**src/rtl/traffic_jam_if.sv**
```systemverilog
// Sensor/allow inputs and jam/queue status for the four-lane jam detector.
interface traffic_jam_if #(
  parameter int unsigned CNT_W = 6
);
  logic             car_arrive_0, car_arrive_1, car_arrive_2, car_arrive_3;
  logic             car_leave_0,  car_leave_1,  car_leave_2,  car_leave_3;
  logic             allow_0,      allow_1,      allow_2,      allow_3;
  logic             traffic_jam_0, traffic_jam_1, traffic_jam_2, traffic_jam_3;
  logic [CNT_W-1:0] queue_len_0,  queue_len_1,  queue_len_2,  queue_len_3;

  // Controller / sensor side
  modport master (
    output car_arrive_0, car_arrive_1, car_arrive_2, car_arrive_3,
    output car_leave_0,  car_leave_1,  car_leave_2,  car_leave_3,
    output allow_0,      allow_1,      allow_2,      allow_3,
    input  traffic_jam_0, traffic_jam_1, traffic_jam_2, traffic_jam_3,
    input  queue_len_0,  queue_len_1,  queue_len_2,  queue_len_3
  );

  // Detector side
  modport slave (
    input  car_arrive_0, car_arrive_1, car_arrive_2, car_arrive_3,
    input  car_leave_0,  car_leave_1,  car_leave_2,  car_leave_3,
    input  allow_0,      allow_1,      allow_2,      allow_3,
    output traffic_jam_0, traffic_jam_1, traffic_jam_2, traffic_jam_3,
    output queue_len_0,  queue_len_1,  queue_len_2,  queue_len_3
  );
endinterface

```
**src/rtl/traffic_jam_detector.sv**
```systemverilog
// Per-lane queue counter and hysteretic jam flag for a four-lane intersection.
// Optional STARVE_DETECT_EN also flags lanes that wait too long without green.
module traffic_jam_detector #(
  parameter int unsigned CNT_W      = 6,
  parameter int unsigned JAM_ON     = 20,
  parameter int unsigned JAM_OFF    = 8,
  parameter int unsigned HOLD_CYC   = 4,
  parameter int unsigned STARVE_CYC = 64
) (
  input  logic          clk,
  input  logic          rst_n,
  traffic_jam_if.slave  bus
);

  localparam int unsigned HOLD_W = (HOLD_CYC > 1) ? $clog2(HOLD_CYC) : 1;
  localparam int unsigned WAIT_W = $clog2(STARVE_CYC + 1);
  localparam logic [CNT_W-1:0] CNT_MAX = {CNT_W{1'b1}};

  if (JAM_OFF >= JAM_ON || HOLD_CYC < 1 || STARVE_CYC < 1 || WAIT_W < 1) begin : g_bad_cfg
    $error("traffic_jam_detector: illegal parameter combination");
  end

  typedef enum logic [1:0] {
    S_CLEAR = 2'd0,
    S_PEND  = 2'd1,
    S_JAM   = 2'd2
  } jam_state_e;

  logic [3:0] arrive, leave, allow;

  assign arrive = {bus.car_arrive_3, bus.car_arrive_2, bus.car_arrive_1, bus.car_arrive_0};
  assign leave  = {bus.car_leave_3,  bus.car_leave_2,  bus.car_leave_1,  bus.car_leave_0};
  assign allow  = {bus.allow_3,      bus.allow_2,      bus.allow_1,      bus.allow_0};

  for (genvar i = 0; i < 4; i++) begin : g_lane
    logic [CNT_W-1:0]  q_len;
    logic [HOLD_W-1:0] hold;
    jam_state_e        state;
    logic              fsm_jam;
    logic              leave_eff;
    logic              jam_out;

    // Departures only count on green and with someone actually queued
    assign leave_eff = leave[i] & allow[i] & (q_len != '0);

    // Queue count plus CLEAR/PEND/JAM hysteresis; hold counts qualifying cycles seen so far
    always_ff @(posedge clk or negedge rst_n) begin
      if (!rst_n) begin
        q_len   <= '0;
        hold    <= '0;
        state   <= S_CLEAR;
        fsm_jam <= 1'b0;
      end else begin
        if (arrive[i] && !leave_eff) begin
          if (q_len != CNT_MAX) q_len <= q_len + CNT_W'(1);
        end else if (!arrive[i] && leave_eff) begin
          q_len <= q_len - CNT_W'(1);
        end

        case (state)
          S_CLEAR: begin
            if (q_len >= CNT_W'(JAM_ON)) begin
              if (HOLD_CYC <= 1) begin
                state   <= S_JAM;
                fsm_jam <= 1'b1;
              end else begin
                state <= S_PEND;
                hold  <= HOLD_W'(1);
              end
            end
          end
          S_PEND: begin
            if (q_len < CNT_W'(JAM_ON)) begin
              state <= S_CLEAR;
            end else if (hold == HOLD_W'(HOLD_CYC - 1)) begin
              state   <= S_JAM;
              fsm_jam <= 1'b1;
            end else begin
              hold <= hold + HOLD_W'(1);
            end
          end
          S_JAM: begin
            if (q_len <= CNT_W'(JAM_OFF)) begin
              state   <= S_CLEAR;
              fsm_jam <= 1'b0;
            end
          end
          default: begin
            state   <= S_CLEAR;
            fsm_jam <= 1'b0;
          end
        endcase
      end
    end

`ifdef STARVE_DETECT_EN
    logic [WAIT_W-1:0] wait_cnt;
    logic              starve;

    // Wait counter saturates at STARVE_CYC; starve mirrors wait_cnt == STARVE_CYC
    always_ff @(posedge clk or negedge rst_n) begin
      if (!rst_n) begin
        wait_cnt <= '0;
        starve   <= 1'b0;
      end else if (allow[i] || (q_len == '0)) begin
        wait_cnt <= '0;
        starve   <= 1'b0;
      end else if (wait_cnt != WAIT_W'(STARVE_CYC)) begin
        wait_cnt <= wait_cnt + WAIT_W'(1);
        starve   <= (wait_cnt == WAIT_W'(STARVE_CYC - 1));
      end
    end

    assign jam_out = fsm_jam | starve;
`else
    assign jam_out = fsm_jam;
`endif
  end

  assign bus.traffic_jam_0 = g_lane[0].jam_out;
  assign bus.traffic_jam_1 = g_lane[1].jam_out;
  assign bus.traffic_jam_2 = g_lane[2].jam_out;
  assign bus.traffic_jam_3 = g_lane[3].jam_out;

  assign bus.queue_len_0 = g_lane[0].q_len;
  assign bus.queue_len_1 = g_lane[1].q_len;
  assign bus.queue_len_2 = g_lane[2].q_len;
  assign bus.queue_len_3 = g_lane[3].q_len;

endmodule

```
**src/flat_wrapper.sv**
```systemverilog
// flat-port wrapper written by rule: the top's interface ports become plain ports
module traffic_jam_detector_flat 
#(
  parameter int unsigned CNT_W      = 6,
  parameter int unsigned JAM_ON     = 20,
  parameter int unsigned JAM_OFF    = 8,
  parameter int unsigned HOLD_CYC   = 4,
  parameter int unsigned STARVE_CYC = 64
)
  (clk, rst_n, bus_car_arrive_0, bus_car_arrive_1, bus_car_arrive_2, bus_car_arrive_3, bus_car_leave_0, bus_car_leave_1, bus_car_leave_2, bus_car_leave_3, bus_allow_0, bus_allow_1, bus_allow_2, bus_allow_3, bus_traffic_jam_0, bus_traffic_jam_1, bus_traffic_jam_2, bus_traffic_jam_3, bus_queue_len_0, bus_queue_len_1, bus_queue_len_2, bus_queue_len_3);
  traffic_jam_if #(.CNT_W(CNT_W)) bus_i ();
  input  logic clk;
  input  logic rst_n;
  input wire logic [$bits(bus_i.car_arrive_0)-1:0] bus_car_arrive_0;
  input wire logic [$bits(bus_i.car_arrive_1)-1:0] bus_car_arrive_1;
  input wire logic [$bits(bus_i.car_arrive_2)-1:0] bus_car_arrive_2;
  input wire logic [$bits(bus_i.car_arrive_3)-1:0] bus_car_arrive_3;
  input wire logic [$bits(bus_i.car_leave_0)-1:0] bus_car_leave_0;
  input wire logic [$bits(bus_i.car_leave_1)-1:0] bus_car_leave_1;
  input wire logic [$bits(bus_i.car_leave_2)-1:0] bus_car_leave_2;
  input wire logic [$bits(bus_i.car_leave_3)-1:0] bus_car_leave_3;
  input wire logic [$bits(bus_i.allow_0)-1:0] bus_allow_0;
  input wire logic [$bits(bus_i.allow_1)-1:0] bus_allow_1;
  input wire logic [$bits(bus_i.allow_2)-1:0] bus_allow_2;
  input wire logic [$bits(bus_i.allow_3)-1:0] bus_allow_3;
  output wire logic [$bits(bus_i.traffic_jam_0)-1:0] bus_traffic_jam_0;
  output wire logic [$bits(bus_i.traffic_jam_1)-1:0] bus_traffic_jam_1;
  output wire logic [$bits(bus_i.traffic_jam_2)-1:0] bus_traffic_jam_2;
  output wire logic [$bits(bus_i.traffic_jam_3)-1:0] bus_traffic_jam_3;
  output wire logic [$bits(bus_i.queue_len_0)-1:0] bus_queue_len_0;
  output wire logic [$bits(bus_i.queue_len_1)-1:0] bus_queue_len_1;
  output wire logic [$bits(bus_i.queue_len_2)-1:0] bus_queue_len_2;
  output wire logic [$bits(bus_i.queue_len_3)-1:0] bus_queue_len_3;
  assign bus_i.car_arrive_0 = bus_car_arrive_0;
  assign bus_i.car_arrive_1 = bus_car_arrive_1;
  assign bus_i.car_arrive_2 = bus_car_arrive_2;
  assign bus_i.car_arrive_3 = bus_car_arrive_3;
  assign bus_i.car_leave_0 = bus_car_leave_0;
  assign bus_i.car_leave_1 = bus_car_leave_1;
  assign bus_i.car_leave_2 = bus_car_leave_2;
  assign bus_i.car_leave_3 = bus_car_leave_3;
  assign bus_i.allow_0 = bus_allow_0;
  assign bus_i.allow_1 = bus_allow_1;
  assign bus_i.allow_2 = bus_allow_2;
  assign bus_i.allow_3 = bus_allow_3;
  assign bus_traffic_jam_0 = bus_i.traffic_jam_0;
  assign bus_traffic_jam_1 = bus_i.traffic_jam_1;
  assign bus_traffic_jam_2 = bus_i.traffic_jam_2;
  assign bus_traffic_jam_3 = bus_i.traffic_jam_3;
  assign bus_queue_len_0 = bus_i.queue_len_0;
  assign bus_queue_len_1 = bus_i.queue_len_1;
  assign bus_queue_len_2 = bus_i.queue_len_2;
  assign bus_queue_len_3 = bus_i.queue_len_3;
  traffic_jam_detector #(.CNT_W(CNT_W), .JAM_ON(JAM_ON), .JAM_OFF(JAM_OFF), .HOLD_CYC(HOLD_CYC), .STARVE_CYC(STARVE_CYC)) u_core (.clk(clk), .rst_n(rst_n), .bus(bus_i));
endmodule
```
**config.mk**
```make
export PLATFORM = sky130hd
export DESIGN_NAME = traffic_jam_detector_flat
export DESIGN_NICKNAME = d
export VERILOG_FILES = /design/src/rtl/traffic_jam_if.sv /design/src/rtl/traffic_jam_detector.sv /design/src/flat_wrapper.sv
export SDC_FILE = /design/constraint.sdc
export NUM_CORES = 1
export LEC_CHECK = 0
export ABC_AREA = 1
export BUFFER_PORTS_ARGS = -buffer_cell sky130_fd_sc_hd__clkbuf_2
export CAP_MARGIN = 30
export CORE_UTILIZATION = 54
export CTS_BUF_LIST = sky130_fd_sc_hd__clkbuf_4 sky130_fd_sc_hd__clkbuf_8
export DETAILED_ROUTE_END_ITERATION = 8
export PLACE_DENSITY = 0.8
export SYNTH_ARGS = -nofsm -noshare
export SYNTH_HDL_FRONTEND = slang
export SYNTH_SLANG_ARGS = --single-unit
```
**constraint.sdc**
```tcl
create_clock -name clk -period 2.1 [get_ports clk]
set_input_delay 0 -clock clk [delete_from_list [all_inputs] [get_ports clk]]
set_output_delay 0 -clock clk [all_outputs]
set_load 0.05 [all_outputs]
```
==> results of run 1 <==
[per-layer routing]
| layer | up-vias | part of all wire | track usage |
|---|---|---|---|
| met3 | 8 | 0.037 | 0.04192 |
| li1 | 1425 | - | - |
| met4 | 0 | 0.0081 | 0.05769 |
| met1 | 1313 | 0.45 | 0.2938 |
| met2 | 64 | 0.51 | 0.4063 |
| met5 | - | 0 | 0 |
[registers in the layout, summed over array words and instances, names as in the netlist]
signal,count
u_core.g_lane.state,8
u_core.bus.queue_len_1,6
u_core.bus.queue_len_3,6
u_core.bus.queue_len_2,6
u_core.bus.traffic_jam_1,1
u_core.bus.traffic_jam_2,1
u_core.g_lane.hold,8
u_core.bus.queue_len_0,6
u_core.bus.traffic_jam_3,1
u_core.bus.traffic_jam_0,1
[cells by family (layout without fill, tap and decap cells)]
logic type                 count (synthesis)  after routing  share of synthesized area
and+or+nand+nor                          209            209                     0.3033
adders and majority gates                 25             25                     0.1148
xor gates and xnor gates                  16             16                    0.04692
DFF                                       44             44                     0.3687
buffers and inverters                     55            128                    0.07667
AOI/OAI and AO/OA                         47             47                    0.08965
[synth_stat cells, drive strengths merged, types with 3 or more instances]
cell,count
a21oi,20
fa,4
o21ai,21
nand3,32
dfrtp,44
nand2,117
xnor2,4
buf,3
nand4,8
ha,21
inv,52
nor3,7
xor2,12
nor2,43
[tightest hold or removal path, cell delays in order]
cell	delay, ps
clkbuf_2	110
nand3_1	120
nand3_1	70
nand2_1	70
[layout make-up]
class / count / area [um^2] / share of cell area
Multi-Input combinational cell: 297 / 1864 / 0.4926
Sequential cell: 44 / 1130 / 0.2985
Timing Repair Buffer: 68 / 410.4 / 0.1084
Inverter: 52 / 195.2 / 0.05157
Clock buffer: 8 / 97.59 / 0.02579
Tap cell: 70 / 87.58 / 0.02314
[metrics by stage]
| step | std cells | worst slack (ps) |
|---|---|---|
| floorplan | 396 | -26.08 |
| global placement | 528 | 44.81 |
| detailed placement | 528 | -7.089 |
| CTS | 537 | 18.82 |
| global route | 539 | -68.55 |
| finish | 539 | 117.5 |
[how the worst min path moves through the flow]
stage	depth (start not counted)	slack, ps	to	from
final	4	100	u_core.bus.queue_len_3[1]	bus_car_arrive_3
after detailed placement	2	130	u_core.bus.queue_len_0[5]	rst_n
after CTS	4	80	u_core.bus.queue_len_1[1]	bus_car_arrive_1
after floorplan	0	-300	u_core.bus.queue_len_0[0]	rst_n
after global routing	4	130	u_core.bus.queue_len_3[1]	bus_car_arrive_3
after global placement	2	110	u_core.bus.queue_len_0[5]	rst_n
[timing repair]
item                                    in CTS  in global routing
pin swaps                                    0                  1
hold endpoints to repair                    44                  0
cloned                                       0                  0
resized for setup                            4                 29
buffers inserted                             0                  2
endpoints found under the setup margin       3                 12
hold buffers                                 1                  0
==> out/summary.txt, run 1 <==
Status -> finished, final reports clean
Avg Cell Area, Syn -> 7.542 um^2
WS Path Type -> reg -> reg
Placed Area -> 3460 um^2
Worst hold path class -> in -> reg
Die area -> 5832 um^2
GRT overflow -> 0
Top_reg_cell synth -> dfrtp_1
Fraction of layout cells with a size suffix above 1 -> 0.3113
Layout Utilization -> 0.7272
Number of flops mapped to enable cells by yosys -> 0
H-tree levels -> 2
Starting Density -> 0.5738
Post-DRT Antenna Nets -> 0
Synth cell types -> 25
GRT Util Overall -> 0.2316
Core ar. -> 5205 um^2
First-pass GRT wire length -> 11260 um
Synth Instances -> 396
Fin area -> 3785 um^2
DR pass1 iterations -> 6
Worst Tran Pin Value -> 552.0 ps
Reg2reg path depth -> 11
Vias in the first global route -> 2706
Worst path arrival time -> 2160 ps
Post-synth top area cell -> dfrtp_1
CP startpoint -> u_core.bus.queue_len_3[5]
Via density -> 5.213
Largest stage delay, worst path -> 420 ps
Clk sink count -> 44
Setup TNS -> 0 ps
Fin crit period -> 1983 ps
WL final -> 6774 um
Reg2reg end -> u_core.bus.queue_len_3[4]
Number of nets in the layout -> 507
Post-synthesis sequential area ratio -> 0.3687
Async S/R FF share, synth -> 1.000
Initial antenna violation count -> 0
Clock latency on the worst-skew pair -> 290 ps
Num ports -> 42
Crit-path leading delay family -> simple AND/OR/NAND/NOR gates
Final Hold Viols -> 0
Final Skew -> 4.853 ps
HPWL after DPL -> 4726 um
Routed vias -> 2810
Fmax -> 504.4 MHz
Area contributors post-synth -> dfrtp_1, nand2_1, ha_1
Max Cap Violations -> 0
Post-Syn Nets -> 435
Crit start category -> register
Relative slew slack -> 0.6320
R2r startpoint -> u_core.bus.queue_len_3[5]
DR WL/cell -> 12.57 um
# DRC -> 0
Worst path required time -> 2280 ps
Clock buffer count from CTS -> 5
Post-Syn Area -> 2987 um^2
Area Growth Syn to Fin -> 26.73%
Worst path slowest cell -> dfrtp_2
Synth top area share -> 0.3687
Clock-pin slew on the worst setup and hold paths -> 80 ps
CTS tree -> done
Number of synthesized register bits -> 44
Max Slew Vio Count -> 0
Final setup fails -> 0
Tcrit/Tclk final -> 0.9441
CP cell instances -> nor2_2 > nand3_2 > nand2_2 > nand2_2 > buf_4 > fa_1 > nand3_1 > nand2_1 > xor2_1 > nand2_1 > o21ai_0
Row cnt -> 26
Crit path to -> u_core.bus.queue_len_3[4]
CP bufs+invs -> 1
Commonest cells after routing, fill and taps aside -> nand2_1, inv_1, clkbuf_2
CP Max Fanout -> 5
CP Depth -> 11
RSZ-0062 raised after global routing -> yes
GPL Wtd Cong -> 0.8692
N_diodes -> 0
Drt initial violations -> 142
Port bufs -> 41
R2R Setup Slk -> 120 ps
Die Span X -> 76.37 um
Largest net degree at the start of global routing -> 45
Commonest non-fill, non-tap cell in the layout -> nand2_1
Yosys warns -> 0
Worst-case clock buffer depth -> 2
Die extent in y -> 76.37 um
Crit. End Element -> register
Hold_ws -> 103.0 ps
Fill cells -> 409
Root Buffer -> clkbuf_8
Power of run 1 is not shown: default switching activity piles up to over one toggle a cycle in this logic, so the estimate is an artifact.
==> run 2: changes to the inputs <==
==> constraint.sdc (replaced) <==
create_clock -name clk -period 1.7 [get_ports clk]
set_input_delay 0 -clock clk [delete_from_list [all_inputs] [get_ports clk]]
set_output_delay 0 -clock clk [all_outputs]
set_load 0.05 [all_outputs]
==> run 2 against run 1 <==
Against the previous run: the flow now finishes with violations (negative setup slack); wire length is 27% higher; via count up 11%; design area up 19%; first-iteration DRC count is 13% lower; cell count grew 7.8%; core utilization grew 14 points; sequential cell count unchanged; register-to-register slack lost 380 ps; clock skew hardly changed; die area did not move; sequential share of layout area is 4.7 points lower; global-route usage rose by 4.9 points; largest cell class unchanged.
==> out/summary.txt, run 2 (same netlist as run 1, synthesis figures left out) <==
Status -> finished with violations
Failing checks -> negative setup slack
Final Skew -> 4.869 ps (+0.01543 ps)
CP startpoint -> u_core.bus.queue_len_2[2]
Core ar. -> 5205 um^2 (unchanged)
Worst setup margin -> -262.4 ps (-379.9 ps)
CTS tree -> done
Worst path required time -> 1890 ps (-390 ps)
Pre-CTS WS -> -220.1 ps (-213.0 ps)
Worst path arrival time -> 2160 ps (about the same)
Die area -> 5832 um^2 (unchanged)
DR WL/cell -> 14.76 um (+17%)
Die extent in y -> 76.37 um (unchanged)
Drt initial violations -> 124 (-13%)
Fmax -> 509.6 MHz (+1.0%)
Largest registers -> u_core.g_lane.hold: 8 flops, u_core.g_lane.state: 8 flops
WS Path Type -> reg -> reg
Largest net degree at the start of global routing -> 45 (unchanged)
N_diodes -> 0 (unchanged)
Final Hold Viols -> 0 (unchanged)
Clock latency on the worst-skew pair -> 300 ps (about the same)
Clock-pin slew on the worst setup and hold paths -> 90 ps (about the same)
Commonest non-fill, non-tap cell in the layout -> nand2_1
Die Span X -> 76.37 um (unchanged)
CP Max Fanout -> 6 (+1)
Via density -> 5.363 (+2.9%)
Crit start category -> register
Tcrit/Tclk final -> 1.154 (+0.2103)
Worst Tran Pin Value -> 545.8 ps (-6.179 ps)
Fill cells -> 270 (-34%)
Initial antenna violation count -> 0 (unchanged)
Area Growth Syn to Fin -> 50.40%
Fraction of layout cells with a size suffix above 1 -> 0.4755 (+0.1642)
First-pass GRT wire length -> 13250 um (+18%)
Number of nets in the layout -> 549 (+8.3%)
RSZ-0062 raised after global routing -> yes
GRT overflow -> 0 (unchanged)
Relative slew slack -> 0.6361 (+0.004120)
# DRC -> 0 (unchanged)
Starting Density -> 0.5738 (unchanged)
GPL Wtd Cong -> 0.8322 (-4.3%)
Max Cap Violations -> 0 (unchanged)
HPWL after DPL -> 5191 um (+9.8%)
Num ports -> 42 (unchanged)
Final setup fails -> 15 (+15)
DR pass1 iterations -> 4 (-2)
Multi-input gate area -> 2220 um^2 (+19%)
Worst-case clock buffer depth -> 2 (unchanged)
Setup TNS -> -2417 ps (-2417 ps)
Crit. End Element -> register
Routed vias -> 3116 (+11%)
GRT Util Overall -> 0.2809 (+0.04938)
R2r startpoint -> u_core.bus.queue_len_2[2]
Commonest cells after routing, fill and taps aside -> nand2_1, buf_4, inv_1
Max Slew Vio Count -> 0 (unchanged)
Hold path start -> bus_car_arrive_1
Root Buffer -> clkbuf_8
Worst hold path class -> in -> reg
Fin crit period -> 1962 ps (-20.11 ps)
WL final -> 8577 um (+27%)
Clk sink count -> 44 (unchanged)
Post-DRT Antenna Nets -> 0 (unchanged)
FF/Latch Area -> 1131 um^2 (+0.11%)
Vias in the first global route -> 3068 (+13%)
H-tree levels -> 2 (unchanged)
Port bufs -> 41 (unchanged)
Row cnt -> 26 (unchanged)
Clock buffer count from CTS -> 5 (unchanged)
run 2: cell types whose count changed in the layout (fill, tap and decap cells not counted), moves of 5 or more:
| cell | change |
|---|---|
| a21oi_1 | -7 |
| a21oi_2 | +5 |
| buf_4 | +30 |
| buf_6 | +12 |
| ha_1 | -7 |
| ha_4 | +7 |
| nand2_1 | -19 |
| nand2_2 | +15 |
| nor2_2 | -7 |
| nor2_4 | +10 |
| o21ai_0 | -7 |
| o21ai_1 | +5 |
run 2: per-stage QoR:
| stage | utilization | instance area, um^2 | instances | hold WS, ps |
|---|---|---|---|---|
| after CTS | 0.8151 | 4243 | 569 | 94.89 |
| after floorplan | - | 3273 | 396 | -295.6 |
| after detailed placement | 0.7464 | 3885 | 551 | 105.3 |
| final | 0.8630 | 4492 | 581 | 118.2 |
| after global routing | 0.8630 | 4492 | 581 | 117.1 |
| after global placement | 0.7464 | 3885 | 551 | 104.9 |
run 2: what timing repair did:
item	4_1_cts	5_1_grt
endpoints found under the setup margin	15	17
pin swaps	38	46
gates resized for setup	42	41
hold buffers	1	0
endpoints found under the hold margin	44	0
setup buffers	9	12
cloned	0	0
run 2: routing by layer:
metal / vias to the layer above / track usage / part of all wire
met1: 1498 / 0.3201 / 0.42
met2: 96 / 0.5090 / 0.53
met4: 0 / 0.1250 / 0.019
met3: 17 / 0.05150 / 0.031
met5: - / 0 / 0
li1: 1505 / - / -
run 2: worst max-delay path, cell delays in order, from the launching register on:
cell,delay (ps)
dfrtp_2,430
nor2_4,130
nand3_2,130
nand2_2,110
nand2_4,120
ha_4,280
nand2_2,70
inv_1,40
nand2_1,70
nand2_1,70
nor2_2,110
nand2_1,100
nand4_1,140
nand2_1,60
run 2: area by class of cell:
type,instances,area share
inverters,52,0.04345
clock buffers,5,0.01532
well taps,70,0.01950
flip-flops and latches,44,0.2518
repair buffers,110,0.1716
multi-input cells,297,0.4942
clock inverters,3,0.004178
run 2: worst paths after layout:
kind                            slack, ps                        end  cells after the start
worst min register to register        490   u_core.g_lane[1].hold[1]                      2
min in group asynchronous             290  u_core.bus.queue_len_1[5]                      3
max in group asynchronous             990  u_core.bus.queue_len_2[5]                      3
worst min-delay path                  120  u_core.bus.queue_len_1[1]                      4
worst max register to register       -260  u_core.bus.queue_len_2[5]                     13
worst max-delay path                 -260  u_core.bus.queue_len_2[5]                     13
Power of run 2 is left out for the same reason.
==> run 3: changes to the inputs <==
--- a/config.mk
+++ b/config.mk
@@ -5,7 +5,6 @@
 export SDC_FILE = /design/constraint.sdc
 export NUM_CORES = 1
 export LEC_CHECK = 0
-export ABC_AREA = 1
 export BUFFER_PORTS_ARGS = -buffer_cell sky130_fd_sc_hd__clkbuf_2
 export CAP_MARGIN = 30
 export CORE_UTILIZATION = 54
==> run 3 against run 2 <==
Against the previous run: the flow still finishes with violations (negative setup slack); hold slack got worse by 110 ps; first-iteration DRC count rose by 110%; synthesized area is 0.67% higher; via count fell by 4.0%; setup slack lost 400 ps; critical path depth down 5; sequential share of layout area fell by 0.37 points; critical path type unchanged.
==> out/summary.txt, run 3 <==
Status -> finished with violations
Failing checks -> negative setup slack
GRT overflow -> 0 (unchanged)
Worst path arrival time -> 2560 ps (+400 ps)
Post-synthesis sequential area ratio -> 0.3662 (-0.002455)
Tcrit/Tclk final -> 1.387 (+0.2330)
Commonest non-fill, non-tap cell in the layout -> buf_4
Synth Instances -> 290 (-27%)
Synth cell types -> 52 (+110%)
Core ar. -> 5238 um^2 (+0.62%)
Yosys warns -> 0 (unchanged)
Routed vias -> 2992 (-4.0%)
Number of synthesized register bits -> 44 (unchanged)
Drt initial violations -> 257 (+110%)
HPWL after DPL -> 5677 um (+9.4%)
Most frequent cell after synthesis -> dfrtp_1
Final Skew -> 14.16 ps (+9.294 ps)
DR WL/cell -> 19.87 um (+35%)
Die Span X -> 76.62 um (+0.32%)
Port bufs -> 41 (unchanged)
Layout Utilization -> 0.8724 (+0.009451)
Post-synth top cells -> dfrtp_1, a21oi_1, ha_1, nand2_1, inv_1
Post-synth top area cell -> dfrtp_1
Vias in the first global route -> 2948 (-3.9%)
GPL Wtd Cong -> 0.8219 (-1.2%)
Number of nets in the layout -> 453 (-17%)
Fill cells -> 252 (-6.7%)
Crit start category -> register
Die area -> 5870 um^2 (+0.64%)
Area Growth Syn to Fin -> 51.98%
Crit. End Element -> register
Number of flops mapped to enable cells by yosys -> 0 (unchanged)
GRT Util Overall -> 0.3157 (+0.03481)
Worst-case clock buffer depth -> 2 (unchanged)
Area contributors post-synth -> dfrtp_1, ha_1, mux2_1
WS Path Type -> reg -> reg
Largest stage delay, worst path -> 440 ps (about the same)
Clk sink count -> 44 (unchanged)
Clock buffer count from CTS -> 5 (unchanged)
RSZ-0062 raised after global routing -> yes
Worst path required time -> 1900 ps (about the same)
Fin crit period -> 2359 ps (+396.2 ps)
Async S/R FF share, synth -> 1.000 (unchanged)
Worst Tran Pin Value -> 432.8 ps (-113.1 ps)
Root Buffer -> clkbuf_8
Die extent in y -> 76.62 um (+0.32%)
Post-Syn Area -> 3007 um^2 (+0.67%)
CTS tree -> done
Starting Density -> 0.5741 (about the same)
Clock-pin slew on the worst setup and hold paths -> 100 ps (about the same)
WL final -> 9637 um (+12%)
Post-DRT Antenna Nets -> 0 (unchanged)
N_diodes -> 0 (unchanged)
Largest net degree at the start of global routing -> 38 (-16%)
DR pass1 iterations -> 4 (unchanged)
Num ports -> 42 (unchanged)
# DRC -> 0 (unchanged)
Row cnt -> 26 (unchanged)
Max Cap Violations -> 0 (unchanged)
CP cell instances -> nor3_4 > a21oi_2 > nand2b_4 > ha_1 > a21o_1 > a2111oi_4 > a31oi_1 > a221oi_1
Hold_ws -> 11.40 ps (-106.8 ps)
CP Max Fanout -> 5 (-1)
Clock latency on the worst-skew pair -> 320 ps (+20 ps)
Commonest cells after routing, fill and taps aside -> buf_4, clkbuf_2, dfrtp_2
Worst setup margin -> -658.6 ps (-396.2 ps)
Largest registers -> u_core.g_lane.hold: 8 flops, u_core.g_lane.state: 8 flops
First-pass GRT wire length -> 14450 um (+9.1%)
Post-Syn Nets -> 329 (-24%)
Fraction of layout cells with a size suffix above 1 -> 0.5855 (+0.1100)
Initial antenna violation count -> 0 (unchanged)
Fmax -> 424.0 MHz (-17%)
Worst hold path class -> in -> reg
Top_reg_cell synth -> dfrtp_1
H-tree levels -> 2 (unchanged)
Via density -> 6.169 (+15%)
Worst path slowest cell -> dfrtp_2
Final Hold Viols -> 0 (unchanged)
Max Slew Vio Count -> 0 (unchanged)
Avg Cell Area, Syn -> 10.37 um^2 (+37%)
Final setup fails -> 23 (+8)
Relative slew slack -> 0.7091 (+0.07297)
Synth top area share -> 0.3662 (-0.002455)
-- run 3: cell count changes in the layout (fill, tap and decap cells not counted), sizes merged, moves of 7 or more --
cell	delta
nor2	-34
a22o	+8
nand2	-98
inv	-35
mux2	+20
buf	+7
a21o	+9
nand3	-28
-- run 3: path summary, 6_finish.rpt --
path	from	end	slack [ps]	depth (start not counted)
max	u_core.bus.queue_len_1[0]	u_core.bus.queue_len_1[5]	-660	8
min	bus_car_arrive_2	u_core.bus.queue_len_2[5]	10	3
max reg2reg	u_core.bus.queue_len_1[0]	u_core.bus.queue_len_1[5]	-660	8
min reg2reg	u_core.bus.traffic_jam_1	u_core.bus.traffic_jam_1	520	2
max in group asynchronous	rst_n	u_core.bus.queue_len_1[3]	1140	3
min in group asynchronous	rst_n	u_core.bus.queue_len_2[5]	60	2
-- run 3: metrics by stage --
stage | TNS (ps) | setup slack [ps] | instance area (um^2) | instances
final | -8585 | -658.6 | 4569 | 485
after global routing | -10260 | -747.1 | 4569 | 485
after CTS | -7518 | -620.5 | 4444 | 481
after detailed placement | -7664 | -668.3 | 4066 | 464
after global placement | -6582 | -576.9 | 4066 | 464
after floorplan | -8719 | -688.3 | 3288 | 290
-- run 3: layer usage --
metal | GRT usage | up-vias | part of all wire
met1 | 0.3615 | 1474 | 0.38
li1 | - | 1347 | -
met2 | 0.5820 | 129 | 0.53
met4 | 0.1288 | 0 | 0.040
met3 | 0.04910 | 42 | 0.049
met5 | 0 | - | 0
-- run 3: cell type report --
type                       count  area, um^2  area share
tap                           70       87.58     0.01917
inverter                      17       68.82     0.01506
clock buffer                   5       68.82     0.01506
clock inverter                 3       42.54    0.009310
timing repair buffer         117       835.8      0.1829
sequential                    44        1134      0.2481
multi-input combinational    229        2332      0.5104
-- run 3: timing repair --
item	in CTS	in global routing
hold buffers	1	0
setup buffers	8	8
pin swaps	32	25
setup endpoints to repair	21	27
resized for setup	39	24
hold endpoints to repair	44	0
-- run 3: critical path: cells and delay by family (launching register included) --
kind                       cells  cell delay [ps]
DFF                            1              440
adders and majority gates      1              280
AOI/OAI and AO/OA              5             1100
and+or+nand+nor                2              420
-- run 3: cell families after synthesis --
| logic type | Yosys count | share of synthesized area |
|---|---|---|
| buf+inv | 17 | 0.02122 |
| compound gates | 94 | 0.2347 |
| mux | 24 | 0.09363 |
| xor+xnor | 14 | 0.04078 |
| fa+ha+maj | 25 | 0.1140 |
| flops | 44 | 0.3662 |
| simple gates | 72 | 0.1294 |
Power of run 3 is left out for the same reason.
